File: src/rtl/serial_alu_seq.sv
// Bit-serial INC/DEC/ADD/SUB sequencer, LSB-first, one bit per clock; ovf logic under SERIAL_ALU_SEQ_OVF_EN.
// Latency: out_valid rises WIDTH edges after the accept edge; best throughput one op per WIDTH+2 cycles.
// Backpressure: in_ready only in IDLE; DONE holds result and flags until out_ready.
module serial_alu_seq #(
  parameter int WIDTH = 8
) (
  input  logic             clk,
  input  logic             rst_n,
  input  logic             in_valid,
  output logic             in_ready,
  input  logic [1:0]       op,
  input  logic [WIDTH-1:0] a,
  input  logic [WIDTH-1:0] b,
  output logic             out_valid,
  input  logic             out_ready,
  output logic [WIDTH-1:0] result,
  output logic             cout,
  output logic             zero,
  output logic             ovf,
  output logic             busy
);

  localparam int CW = $clog2(WIDTH);

  typedef enum logic [1:0] {IDLE, RUN, DONE} state_t;

  localparam logic [1:0] OP_INC = 2'b00;
  localparam logic [1:0] OP_DEC = 2'b01;
  localparam logic [1:0] OP_ADD = 2'b10;
  localparam logic [1:0] OP_SUB = 2'b11;

  state_t           state;
  logic [WIDTH-1:0] sa;
  logic [WIDTH-1:0] sb;
  logic [CW-1:0]    cnt;
  logic             c;
  logic [1:0]       op_q;

  logic             a_i;
  logic             b_i;
  logic             sum;
  logic             c_nxt;
  logic             last;
  logic [WIDTH-1:0] res_nxt;

  always_comb begin
    a_i = sa[0];
    b_i = 1'b0;
    case (op_q)
      OP_INC: b_i = 1'b0;
      OP_DEC: b_i = 1'b1;
      OP_ADD: b_i = sb[0];
      OP_SUB: b_i = ~sb[0];
      default: b_i = 1'b0;
    endcase
    sum     = a_i ^ b_i ^ c;
    c_nxt   = (a_i & b_i) | (a_i & c) | (b_i & c);
    last    = (cnt == CW'(WIDTH - 1));
    res_nxt = {sum, result[WIDTH-1:1]};
  end

  assign in_ready  = (state == IDLE) & rst_n;
  assign out_valid = (state == DONE);
  assign busy      = (state == RUN);

  always_ff @(posedge clk or negedge rst_n) begin
    if (!rst_n) begin
      state  <= IDLE;
      sa     <= '0;
      sb     <= '0;
      cnt    <= '0;
      c      <= 1'b0;
      op_q   <= OP_INC;
      result <= '0;
      cout   <= 1'b0;
      zero   <= 1'b0;
    end else begin
      case (state)
        IDLE: begin
          if (in_valid) begin
            state <= RUN;
            sa    <= a;
            sb    <= b;
            op_q  <= op;
            cnt   <= '0;
            // Carry-in of 1 turns INC into +1 and SUB into a + ~b + 1.
            c     <= (op == OP_INC) || (op == OP_SUB);
          end
        end
        RUN: begin
          sa     <= sa >> 1;
          sb     <= sb >> 1;
          result <= res_nxt;
          cnt    <= cnt + 1'b1;
          c      <= c_nxt;
          if (last) begin
            state <= DONE;
            cout  <= c_nxt;
            zero  <= (res_nxt == '0);
          end
        end
        DONE: begin
          if (out_ready) state <= IDLE;
        end
        default: state <= IDLE;
      endcase
    end
  end

`ifdef SERIAL_ALU_SEQ_OVF_EN
  // On the last bit the carry register still holds the carry into the MSB.
  always_ff @(posedge clk or negedge rst_n) begin
    if (!rst_n) begin
      ovf <= 1'b0;
    end else if (state == RUN && last) begin
      ovf <= c ^ c_nxt;
    end
  end
`else
  assign ovf = 1'b0;
`endif

endmodule

File: config.mk
export PLATFORM = sky130hd
export DESIGN_NAME = serial_alu_seq
export DESIGN_NICKNAME = d
export VERILOG_FILES = /design/src/rtl/serial_alu_seq.sv
export SDC_FILE = /design/constraint.sdc
export NUM_CORES = 1
export LEC_CHECK = 0
export ABC_CLOCK_PERIOD_IN_PS = 2550
export BUFFER_PORTS_ARGS = -buffer_cell sky130_fd_sc_hd__buf_2
export CAP_MARGIN = 5
export CORE_UTILIZATION = 40
export CTS_CLUSTER_DIAMETER = 60
export DETAILED_ROUTE_END_ITERATION = 7
export MAX_ROUTING_LAYER = met4
export SLEW_MARGIN = 15
export SYNTH_ARGS = -nofsm -noshare
export SYNTH_HDL_FRONTEND = slang
export SYNTH_SLANG_ARGS = --single-unit
File: constraint.sdc
create_clock -name clk -period 2.55 [get_ports clk]
set_input_delay 0.1275 -clock clk [delete_from_list [all_inputs] [get_ports clk]]
set_output_delay 0.1275 -clock clk [all_outputs]
set_load 0.05 [all_outputs]
# Yosys cells after proc, flatten, opt, wreduce, memory -nomap -nowiden
# Index checks and enable logic that the tools add are counted.
[op_classes]
n_addsub = 1
n_eq_ne = 10
mux = 13
bitwise = 9
n_reduce_logical = 10
[op_table]
columns = ["cell", "count"]
rows = [
  ["$pmux W8 S2", 2],
  ["$mux W8", 2],
  ["$eq A2 B2 Y1 const B", 4],
  ["$logic_not A8 Y1", 1],
  ["$logic_not A2 Y1", 3],
  ["$mux W2", 3],
  ["$pmux W2 S3", 1],
  ["$pmux W3 S2", 1],
  ["$reduce_and A2 Y1", 3],
  ["$and A1 B1 Y1", 4],
  ["$eq A2 B1 Y1 const B", 2],
  ["$ne A2 B1 Y1 const B", 2],
  ["$pmux W1 S4", 1],
  ["$add A3 B1 Y3 const B", 1],
  ["$eq A3 B3 Y1 const B", 1],
  ["$mux W3", 1],
  ["$reduce_and A3 Y1", 1],
  ["$ne A2 B2 Y1 const B", 1],
  ["$or A1 B1 Y1", 2],
  ["$pmux W1 S2", 1],
  ["$reduce_bool A2 Y1", 1],
  ["$xor A1 B1 Y1", 2],
  ["$logic_or A1 B1 Y1", 1],
  ["$mux W1", 1],
  ["$not A1 Y1", 1],
]
[word_totals]
reg_bits = 34
out_inout_bits = 14
word_cells = 52

# Logic depth before layout (Yosys ltp)
# Gate-level depths: netlist of run 1.
[logic_depth]
word_depth = 6
mapped_depth = 6

# Worst setup path before layout of run 1
# Ideal clock, no wire load.
[synth_path]
path_type = "register -> output"
from = "register state[0]"
to = "output port in_ready"
arrival_time_ns = 1.954
t_required_ns = 2.423
slack_ns = 0.468
path_stages_with_launch = 5
path_buffers = 3
path_cell_list = "dfrtp_1 > buf_6 > buf_4 > buf_2 > nor3b_1"
[synth_via]
elab_chain_len = 2
[synth_rtl]
columns = ["item", "line", "text"]
rows = [
  ["start, declared", "32", "state_t state;"],
  ["start signal, assigned", "68", "state <= IDLE;"],
  ["start signal, assigned", "81", "state <= RUN;"],
  ["start signal, assigned", "97", "state <= DONE;"],
  ["$logic_not A2 Y1", "62", "assign in_ready = (state == IDLE) & rst_n;"],
  ["$and A1 B1 Y1", "62", ""],
  ["end, declared", "10", "output logic in_ready,"],
]
# No other way between the ends.

# Final worst setup path of run 1
[layout_path]
from = "register state[0]"
to = "output port busy"
[layout_via]
elab_chain_len = 1
[layout_rtl]
columns = ["item", "line", "text"]
rows = [
  ["$eq A2 B1 Y1", "64", "assign busy = (state == RUN);"],
  ["end, declared", "20", "output logic busy"],
]
# No other way between the ends.

==> impl_metrics.tcl, run 1 <==
set metrics [dict create \
    totalNegativeSetupSlack_ns 0 \
    yosysTopAreaCell "dfrtp_1" \
    place_ws_ns 0.8218 \
    antenna_found_initial 0 \
    clkLatencyLatePin_ns 0.29 \
    ir_drop_v 0.0004966 \
    path_max_fanout 22 \
    reg2reg_slack_ns 0.82 \
    row_count 22 \
    min_to "state[1]" \
    clkPwrFrac_pct 19.1 \
    synth_area_um2 1622 \
    grt_pass1_wl_mm 4.961 \
    pin_count 36 \
    finish.utilization_pct 50.76 \
    clock-root-buffer "clkbuf_8" \
    yosys_warnings 0 \
    first_global_vias 1119 \
    tritoncts "built" \
    crit_arrival_ns 1.86 \
    clkTransAtPathRegs_ns 0.07 \
    port_buffers 34 \
    cap_violations 0 \
    synth_flop_cell "dfrtp_1" \
    leakagePower_nw 0.9372 \
    synth_cell_types 30 \
    clock_skew_ns 0.01079 \
    die_y_um 65.67 \
    die_w_um 65.67 \
    multi_input_area_um2 691.9 \
    comb_power_share_pct 42.0 \
    final_antenna_net_count 0 \
    placed_area_um2 1795 \
    slowest_delay_ns 0.77 \
    worstPathRequired_ns 2.42 \
    first_iter_violations 45 \
    yosysSeqAreaShare_pct 52.47 \
    cts_buffer_depth 2 \
    dr_total_vias 1175 \
    finalInstanceArea_um2 1914 \
    powerDensity_nw_per_um2 1309 \
    drc 0 \
    hpwl_mm 2.106 \
    path_cells "nor2b_4 -> buf_2" \
    worst_pin_slew_ns 0.7252 \
    htree_levels 2 \
    synth-seq-cells 34 \
    min_path_type "in -> reg" \
    initial_utilization_pct 43.00 \
    yosys-top-cells-area "dfrtp_1 52%, mux2_2 8.3%, and3b_1 6.5%, o21ai_0 5.2%, a21oi_1 4.6%" \
    sw_frac_of_total_pct 40.88 \
    routed_wl_mm 3.072 \
    crit_type "reg -> out" \
    wl_per_cell_um 13.36 \
    die-area_um2 4313 \
    dr.pass1.iters 4 \
    drive_gt1_share_pct 32.42 \
    rsz0062_at_grt "no" \
    fin_crit_sh_pct 77.81 \
    coreArea_um2 3771 \
    r2r_end "result[1]" \
    syn_inst 147 \
    fill_cells 352 \
    cts_repair_resize_count 0 \
    max_freq_mhz 504.0 \
    slew_violations 0 \
    gp_congestion 0.7273 \
    end_kind "output port" \
    setup_viol 0 \
    intPower_mw 1.481 \
    vias_per_cell 5.109 \
    synth_nets 172 \
    layout_min_cycle_time_ns 1.984 \
    async_flop_share_pct 100.0 \
    postSynthAreaPerCell_um2 11.03 \
    holdPathStages 3 \
    synth_edf_count 0 \
    numCtsBuffers 5 \
    switchingPower_mw 1.024 \
    yosysMostFrequentCell "dfrtp_1" \
    power.share.sequential_pct 38.9 \
    antenna_cells 0 \
    finalNonFillerCells 230 \
    grt_usage_pct 16.50 \
    placed_cells 221 \
    grt_start_max_net_pins 35 \
    hold_viol_final 0 \
    status "complete, no violations" \
    worst_hold_slack_ns 0.07959 \
    finalPower_mw 2.505 \
    layout.nets 206 \
    worstHoldStart "out_ready" \
    synth_top_area_share_pct 52.47 \
    synthTopCellsByCount "34 x dfrtp_1, 20 x nand2_1, 17 x o21ai_0" \
    seqCellArea_um2 850.8 \
    worstSetupStartpointType "register" \
    r2r_start "state[0]" \
    fin_ws_ns 0.5657 \
    syn2layout_area_growth_pct 18.06 \
    cp_slowest_cell "dfrtp_1" \
    ff2ff_path_depth 2 \
    slew_headroom_pct 51.66 \
    grt_overflow_total 0 \
    cts_sinks 34 \
]
-- worst max-delay path, delay by kind of cell (launching register included) --
kind | cells | cell delay (ns)
DFF | 1 | 0.77
and+or+nand+nor | 1 | 0.46
buffers and inverters | 1 | 0.34
-- layout by cell type, fill, tap and decap left out --
master / synthesis / layout
nor2_1: 1 / 1
o21bai_2: 1 / 1
fa_1: 1 / 1
buf_2: 2 / 34
conb_1: 1 / 1
a21oi_1: 15 / 15
nor3b_2: 1 / 1
and3b_1: 12 / 12
buf_4: 3 / 2
dfrtp_1: 34 / 34
dlygate4sd3_1: 0 / 1
inv_1: 2 / 2
bufinv_16: 0 / 1
nor3b_1: 1 / 1
a222oi_1: 1 / 1
xnor2_1: 2 / 2
nor4_1: 2 / 2
ha_1: 2 / 2
and2b_1: 1 / 1
o21ai_0: 17 / 17
nor2b_1: 4 / 4
nand2b_1: 1 / 1
clkbuf_8: 0 / 5
mux2_2: 12 / 12
a22o_1: 2 / 2
a22oi_1: 2 / 2
nand2_1: 20 / 20
nand3b_1: 1 / 1
nor2b_4: 1 / 1
clkinv_2: 0 / 2
-- area by class of cell --
type	count	share of cell area, %
clock buffer	5	3.595
clock inverter	3	2.091
inverter	2	0.3922
multi-input combinational	101	36.14
sequential	34	44.44
tap	48	3.137
timing repair buffer	37	10.20
-- what timing repair did --
action | 4_1_cts | 5_1_grt
setup buffers | 0 | 0
hold buffers | 1 | 0
endpoints found under the hold margin | 34 | 0
-- cells by family (layout without fill, tap and decap cells) --
| group | Yosys count | in the layout | share of synthesized area (%) |
|---|---|---|---|
| compound gates | 38 | 38 | 13.19 |
| xor+xnor | 2 | 2 | 1.080 |
| fa+ha+maj | 3 | 3 | 2.778 |
| buf+inv | 12 | 47 | 4.861 |
| flops | 34 | 34 | 52.47 |
| mux | 12 | 12 | 8.333 |
| other cells | 1 | 1 | 0.2313 |
| simple gates | 45 | 45 | 17.05 |
-- sequential cells by signal (all words and copies together) (netlist names) --
name    cells
sa          8
zero        1
sb          8
cout        1
op_q        2
cnt         3
result      8
state       2
c           1
-- per-layer routing --
layer | vias up | global-route usage [%] | part of all wire (%) | wire, µm
met5 | - | - | 0 | 0
met4 | 0 | 9.783 | 2.4 | 73
met3 | 8 | 4.167 | 3.6 | 111
met2 | 23 | 25.77 | 48 | 1468
met1 | 566 | 19.08 | 46 | 1419
li1 | 578 | - | - | -
-- worst max-delay path by stage --
| stage | from | endpoint | slack, ns |
|---|---|---|---|
| after detailed placement | state[0] | result[7] | 0.82 |
| final | state[0] | busy | 0.57 |
| after global routing | state[0] | busy | 0.42 |
| after floorplan | state[0] | in_ready | 0.47 |
| after CTS | state[0] | busy | 0.56 |
| after global placement | state[0] | result[0] | 0.91 |
-- power groups by stage --
stage               clock [mW]  combinational (mW)  sequential, mW
finish                   0.478                1.05           0.975
global route             0.514                1.16            1.01
CTS                      0.495                1.07           0.974
detailed placement           0                1.07           0.984
global placement             0                1.03           0.965
floorplan                    0               0.686            1.15
Power figures use the tool's default switching activity.
==> inputs of run 2 (changes only) <==
Settings changed: ABC_CLOCK_PERIOD_IN_PS 2550 to 1750.
Clock period 2.55 ns to 1.75 ns, I/O delays scaled along.
==> run 2 against run 1 <==
Compared with the run above:
- sequential share of layout area hardly changed
- flip-flop and latch count stayed put
- total power is 42% higher
- cell area hardly changed
- via count is 1.4% higher
==> impl_metrics.tcl, run 2 (synthesized netlist as in run 1, its figures left out) <==
set metrics [dict create \
    grt_pass1_wl_mm 5.264 \
    power.share.sequential_pct 38.5 \
    placed_cells 224 \
    wl_per_cell_um 13.67 \
    cts_sinks 34 \
    layout_common_cells "34 x dfrtp_1, 34 x buf_2, 20 x nand2_1" \
    end_kind "output port" \
    worst_pin_slew_ns 0.7556 \
    path_max_fanout 13 \
    tritoncts "built" \
    antenna_found_initial 0 \
    initial_utilization_pct 43.00 \
    hold_viol_final 0 \
    die-area_um2 4313 \
    ir_drop_v 0.0006736 \
    worst_hold_slack_ns 0.05959 \
    syn2layout_area_growth_pct 18.13 \
    status "complete, no violations" \
    totalNegativeSetupSlack_ns 0 \
    worstSetupStartpointType "register" \
    slew_headroom_pct 49.59 \
    intPower_mw 2.074 \
    finalNonFillerCells 231 \
    clock_skew_ns 0.003560 \
    slew_violations 0 \
    rsz0062_at_grt "no" \
    row_count 22 \
    clkLatencyLatePin_ns 0.28 \
    grt_usage_pct 17.53 \
    die_w_um 65.67 \
    grt_overflow_total 0 \
    first_iter_violations 55 \
    comb_power_share_pct 45.9 \
    cts_repair_resize_count 0 \
    drc 0 \
    postCtsSetupBuffers 0 \
    hold_buffers 1 \
    dr_total_vias 1192 \
    crit_type "reg -> out" \
    first_global_vias 1134 \
    slowest_delay_ns 0.49 \
    layout.nets 209 \
    powerDensity_nw_per_um2 1855 \
    finalInstanceArea_um2 1916 \
    drive_gt1_share_pct 33.33 \
    worstPathRequired_ns 1.66 \
    reg.largest.list "result: 8 flops, sa: 8 flops, sb: 8 flops" \
    die_y_um 65.67 \
    setup_viol 0 \
    vias_per_cell 5.160 \
    clock-root-buffer "clkbuf_8" \
    path_cells "nor2b_4 -> buf_2" \
    clkPwrFrac_pct 15.6 \
    crit_arrival_ns 1.52 \
    grt_start_max_net_pins 35 \
    routed_wl_mm 3.157 \
    dr.pass1.iters 4 \
    final_antenna_net_count 0 \
    antenna_cells 0 \
    hpwl_mm 2.258 \
    max_freq_mhz 620.2 \
    cap_violations 0 \
    reg2reg_slack_ns 0.17 \
    pin_count 36 \
    clkTransAtPathRegs_ns 0.06 \
    gp_congestion 0.7532 \
    switchingPower_mw 1.479 \
    sw_frac_of_total_pct 41.63 \
    min_path_type "in -> reg" \
    cp_slowest_cell "dfrtp_1" \
    layout_min_cycle_time_ns 1.612 \
    leakagePower_nw 0.9392 \
    port_buffers 34 \
    finish.utilization_pct 50.80 \
    cts_buffer_depth 2 \
    htree_levels 2 \
    coreArea_um2 3771 \
    placed_area_um2 1823 \
    numCtsBuffers 5 \
    fin_crit_sh_pct 92.14 \
]
## run 2: final timing paths
check                          start   endpoint  cells after the start
setup / recovery            state[0]       busy                      2
hold / removal             out_ready   state[1]                      3
setup reg to reg               sb[0]       zero                      6
hold reg to reg                sb[3]      sb[3]                      2
max in group asynchronous      rst_n      sa[7]                      3
min in group asynchronous      rst_n  result[2]                      3
## run 2: cell type report
class / instances / area, µm²
inverter: 2 / 7.507
clock buffer: 6 / 82.58
tap: 48 / 60.06
fill: 366 / 1856
sequential: 34 / 850.8
multi-input combinational: 101 / 696.9
timing repair buffer: 40 / 217.7
## run 2: metrics by stage
stage	power, mW	worst slack, ns
3_3_place_gp	2.951	0.2400
2_1_floorplan	2.684	0.2008
3_5_place_dp	3.029	0.1734
5_1_grt	3.810	0.02074
4_1_cts	3.599	0.1171
6_report	3.554	0.1376
## run 2: power groups by stage
stage | combinational (mW) | clock (mW) | sequential, mW
after floorplan | 1.00 | 0 | 1.68
after global placement | 1.59 | 0 | 1.36
after detailed placement | 1.65 | 0 | 1.38
after CTS | 1.65 | 0.578 | 1.37
after global routing | 1.76 | 0.628 | 1.42
final | 1.63 | 0.555 | 1.37
## run 2: routing by layer
layer / vias up / track usage [%] / share of wire, % / routed length, µm
li1: 580 / - / - / -
met1: 575 / 20.65 / 44 / 1401
met2: 33 / 26.66 / 49 / 1549
met3: 4 / 6.250 / 4.8 / 150
met4: 0 / 8.152 / 1.8 / 56
met5: - / - / 0 / 0
## run 2: worst max-delay path: cells and delay by family, from the launching register on
kind | cells | cell delay [ns]
AND/OR/NAND/NOR | 1 | 0.41
buffers and inverters | 1 | 0.34
flip-flops | 1 | 0.49
==> inputs of run 3 (changes only) <==
Settings changed: ABC_AREA from default to 1.
==> run 3 against run 2 <==
Compared with the run above:
- clock power grew 4.9%
- worst hold slack worse by 0.052 ns
- worst setup slack gained 0.090 ns
- non-clock buffer count is 1 higher
- clock skew grew 0.0047 ns
- count of clock-buffer cells in the layout up 1
- sequential power hardly changed
==> impl_metrics.tcl, run 3 <==
set metrics [dict create \
    rsz0062_at_grt "no" \
    postCtsSetupBuffers 0 \
    power.share.sequential_pct 36.6 \
    final_common_cell "nand2_1" \
    cts_buffer_depth 2 \
    async_flop_share_pct 100.0 \
    die_w_um 65.15 \
    first_global_vias 1189 \
    drive_gt1_share_pct 19.12 \
    setup_viol 0 \
    layout_common_cells "129 x nand2_1, 34 x dfrtp_1, 34 x buf_2" \
    synth_flop_cell "dfrtp_1" \
    yosysTopAreaCell "dfrtp_1" \
    worst_hold_slack_ns 0.007218 \
    yosys-top-cells-area "dfrtp_1 53%, nand2_1 30%, o21ai_0 3.1%, inv_1 2.6%, nor2_1 1.6%" \
    routed_wl_mm 3.136 \
    worstHoldStart "b[7]" \
    wl_per_cell_um 10.49 \
    port_buffers 34 \
    dr_total_vias 1315 \
    ir_drop_v 0.001028 \
    antenna_found_initial 0 \
    grt_start_max_net_pins 35 \
    numCtsBuffers 5 \
    r2r_end "zero" \
    clock_skew_ns 0.008242 \
    row_count 22 \
    final_antenna_net_count 0 \
    die-area_um2 4245 \
    vias_per_cell 4.398 \
    postSynthAreaPerCell_um2 7.597 \
    synth_top_area_share_pct 53.33 \
    cts_sinks 34 \
    r2r_start "op_q[1]" \
    syn2layout_area_growth_pct 20.78 \
    yosysSeqAreaShare_pct 53.33 \
    synth_nets 235 \
    clock-root-buffer "clkbuf_8" \
    status "complete, no violations" \
    htree_levels 2 \
    cts_repair_resize_count 0 \
    syn_inst 210 \
    clkTransAtPathRegs_ns 0.07 \
    ff2ff_path_depth 9 \
    gp_congestion 0.7437 \
    reg2reg_slack_ns 0.23 \
    end_kind "register" \
    yosys_warnings 0 \
    die_y_um 65.15 \
    layout_min_cycle_time_ns 1.523 \
    tritoncts "built" \
    min_path_type "in -> reg" \
    min_to "sb[7]" \
    initial_utilization_pct 42.61 \
    max_freq_mhz 656.7 \
    drc 0 \
    synth_area_um2 1595 \
    pin_count 36 \
    worstPathRequired_ns 1.97 \
    powerDensity_nw_per_um2 1913 \
    coreArea_um2 3744 \
    reg.largest.list "result: 8 flops, sa: 8 flops, sb: 8 flops" \
    place_ws_ns 0.2285 \
    layout.nets 275 \
    yosysMostFrequentCell "nand2_1" \
    worstSetupStartpointType "register" \
    clkPwrFrac_pct 15.8 \
    antenna_cells 0 \
    synth_edf_count 0 \
    dr.pass1.iters 4 \
    fin_ws_ns 0.2272 \
    fin_crit_sh_pct 87.02 \
    synth-seq-cells 34 \
    path_max_fanout 2 \
    switchingPower_mw 1.709 \
    clkLatencyLatePin_ns 0.28 \
    synth_cell_types 16 \
    first_iter_violations 70 \
    totalNegativeSetupSlack_ns 0 \
    slew_violations 0 \
    finish.utilization_pct 51.47 \
    crit_arrival_ns 1.75 \
    synthTopCellsByCount "129 x nand2_1, 34 x dfrtp_1, 11 x inv_1" \
    hold_viol_final 0 \
    hpwl_mm 2.189 \
    cap_violations 0 \
    holdPathStages 3 \
    sw_frac_of_total_pct 46.37 \
    comb_power_share_pct 47.6 \
    grt_usage_pct 17.27 \
    leakagePower_nw 1.135 \
    grt_pass1_wl_mm 5.354 \
    crit_type "reg -> reg" \
    intPower_mw 1.977 \
    grt_overflow_total 0 \
]
## run 3: changes by cell type after synthesis, sizes merged, moves of 5 or more
cell and delta:
nand2 +109, inv +10, mux2 -12, a21oi -15, o21ai -6, nor2 +7
nor2b -5, and3b -12
## run 3: cell type report
| class | instances | area (µm²) |
|---|---|---|
| clock inverters | 1 | 5.005 |
| multi-input cells | 156 | 651.9 |
| inverters | 12 | 45.04 |
| fillers | 394 | 1817 |
| well taps | 48 | 60.06 |
| flip-flops and latches | 34 | 850.8 |
| clock buffers | 7 | 86.33 |
| repair buffers | 41 | 227.7 |
## run 3: cells by family after synthesis
group                      Yosys count  share of synthesized area (%)
and+or+nand+nor                    139                          33.33
DFF                                 34                          53.33
buffers and inverters               20                          5.803
AOI/OAI and AO/OA                   12                          3.922
adders and majority gates            3                          2.823
xor gates and xnor gates             1                         0.5491
other                                1                         0.2351
## run 3: metal layers
metal  global-route usage (%)  part of all wire [%]  vias to the layer above
met1                    24.29                    53                      581
li1                         -                     -                      710
met4                    4.891                  0.32                        0
met3                    4.167                   3.4                        2
met2                    25.00                    43                       22
met5                        -                     0                        -
## run 3: repair_timing
item,CTS,global route
hold buffers,2,0
endpoints found under the setup margin,0,0
hold endpoints to repair,35,0
## run 3: stage by stage
| step | cells | power (mW) | area [µm²] |
|---|---|---|---|
| 2_1_floorplan | 210 | 2.711 | 1595 |
| 3_3_place_gp | 289 | 3.114 | 1815 |
| 3_5_place_dp | 289 | 3.132 | 1815 |
| 4_1_cts | 299 | 3.727 | 1927 |
| 5_1_grt | 299 | 4.015 | 1927 |
| 6_report | 299 | 3.687 | 1927 |
## run 3: power groups by stage
stage               clock (mW)  combinational, mW  sequential, mW
global route             0.624               1.99            1.40
global placement             0               1.76            1.36
finish                   0.582               1.75            1.35
floorplan                    0               1.03            1.68
CTS                      0.594               1.78            1.35
detailed placement           0               1.76            1.37
## run 3: worst max path at each step
stage / start / endpoint / slack, ns / cells after the start
after detailed placement: sb[0] / zero / 0.23 / 9
after CTS: sb[0] / zero / 0.21 / 9
final: op_q[1] / zero / 0.23 / 9
after global routing: op_q[1] / zero / 0.13 / 9
after floorplan: sb[0] / zero / 0.28 / 9
after global placement: sb[0] / zero / 0.23 / 9
## run 3: worst max-delay path, cell delays in order, from the launching register on
cell     delay (ns)
dfrtp_1        0.38
nand2_1        0.07
xor2_1         0.14
inv_1          0.06
fa_1           0.45
nor2_1         0.11
nand2_1        0.05
nor2_1         0.09
nand2_1        0.05
nand2_1        0.05
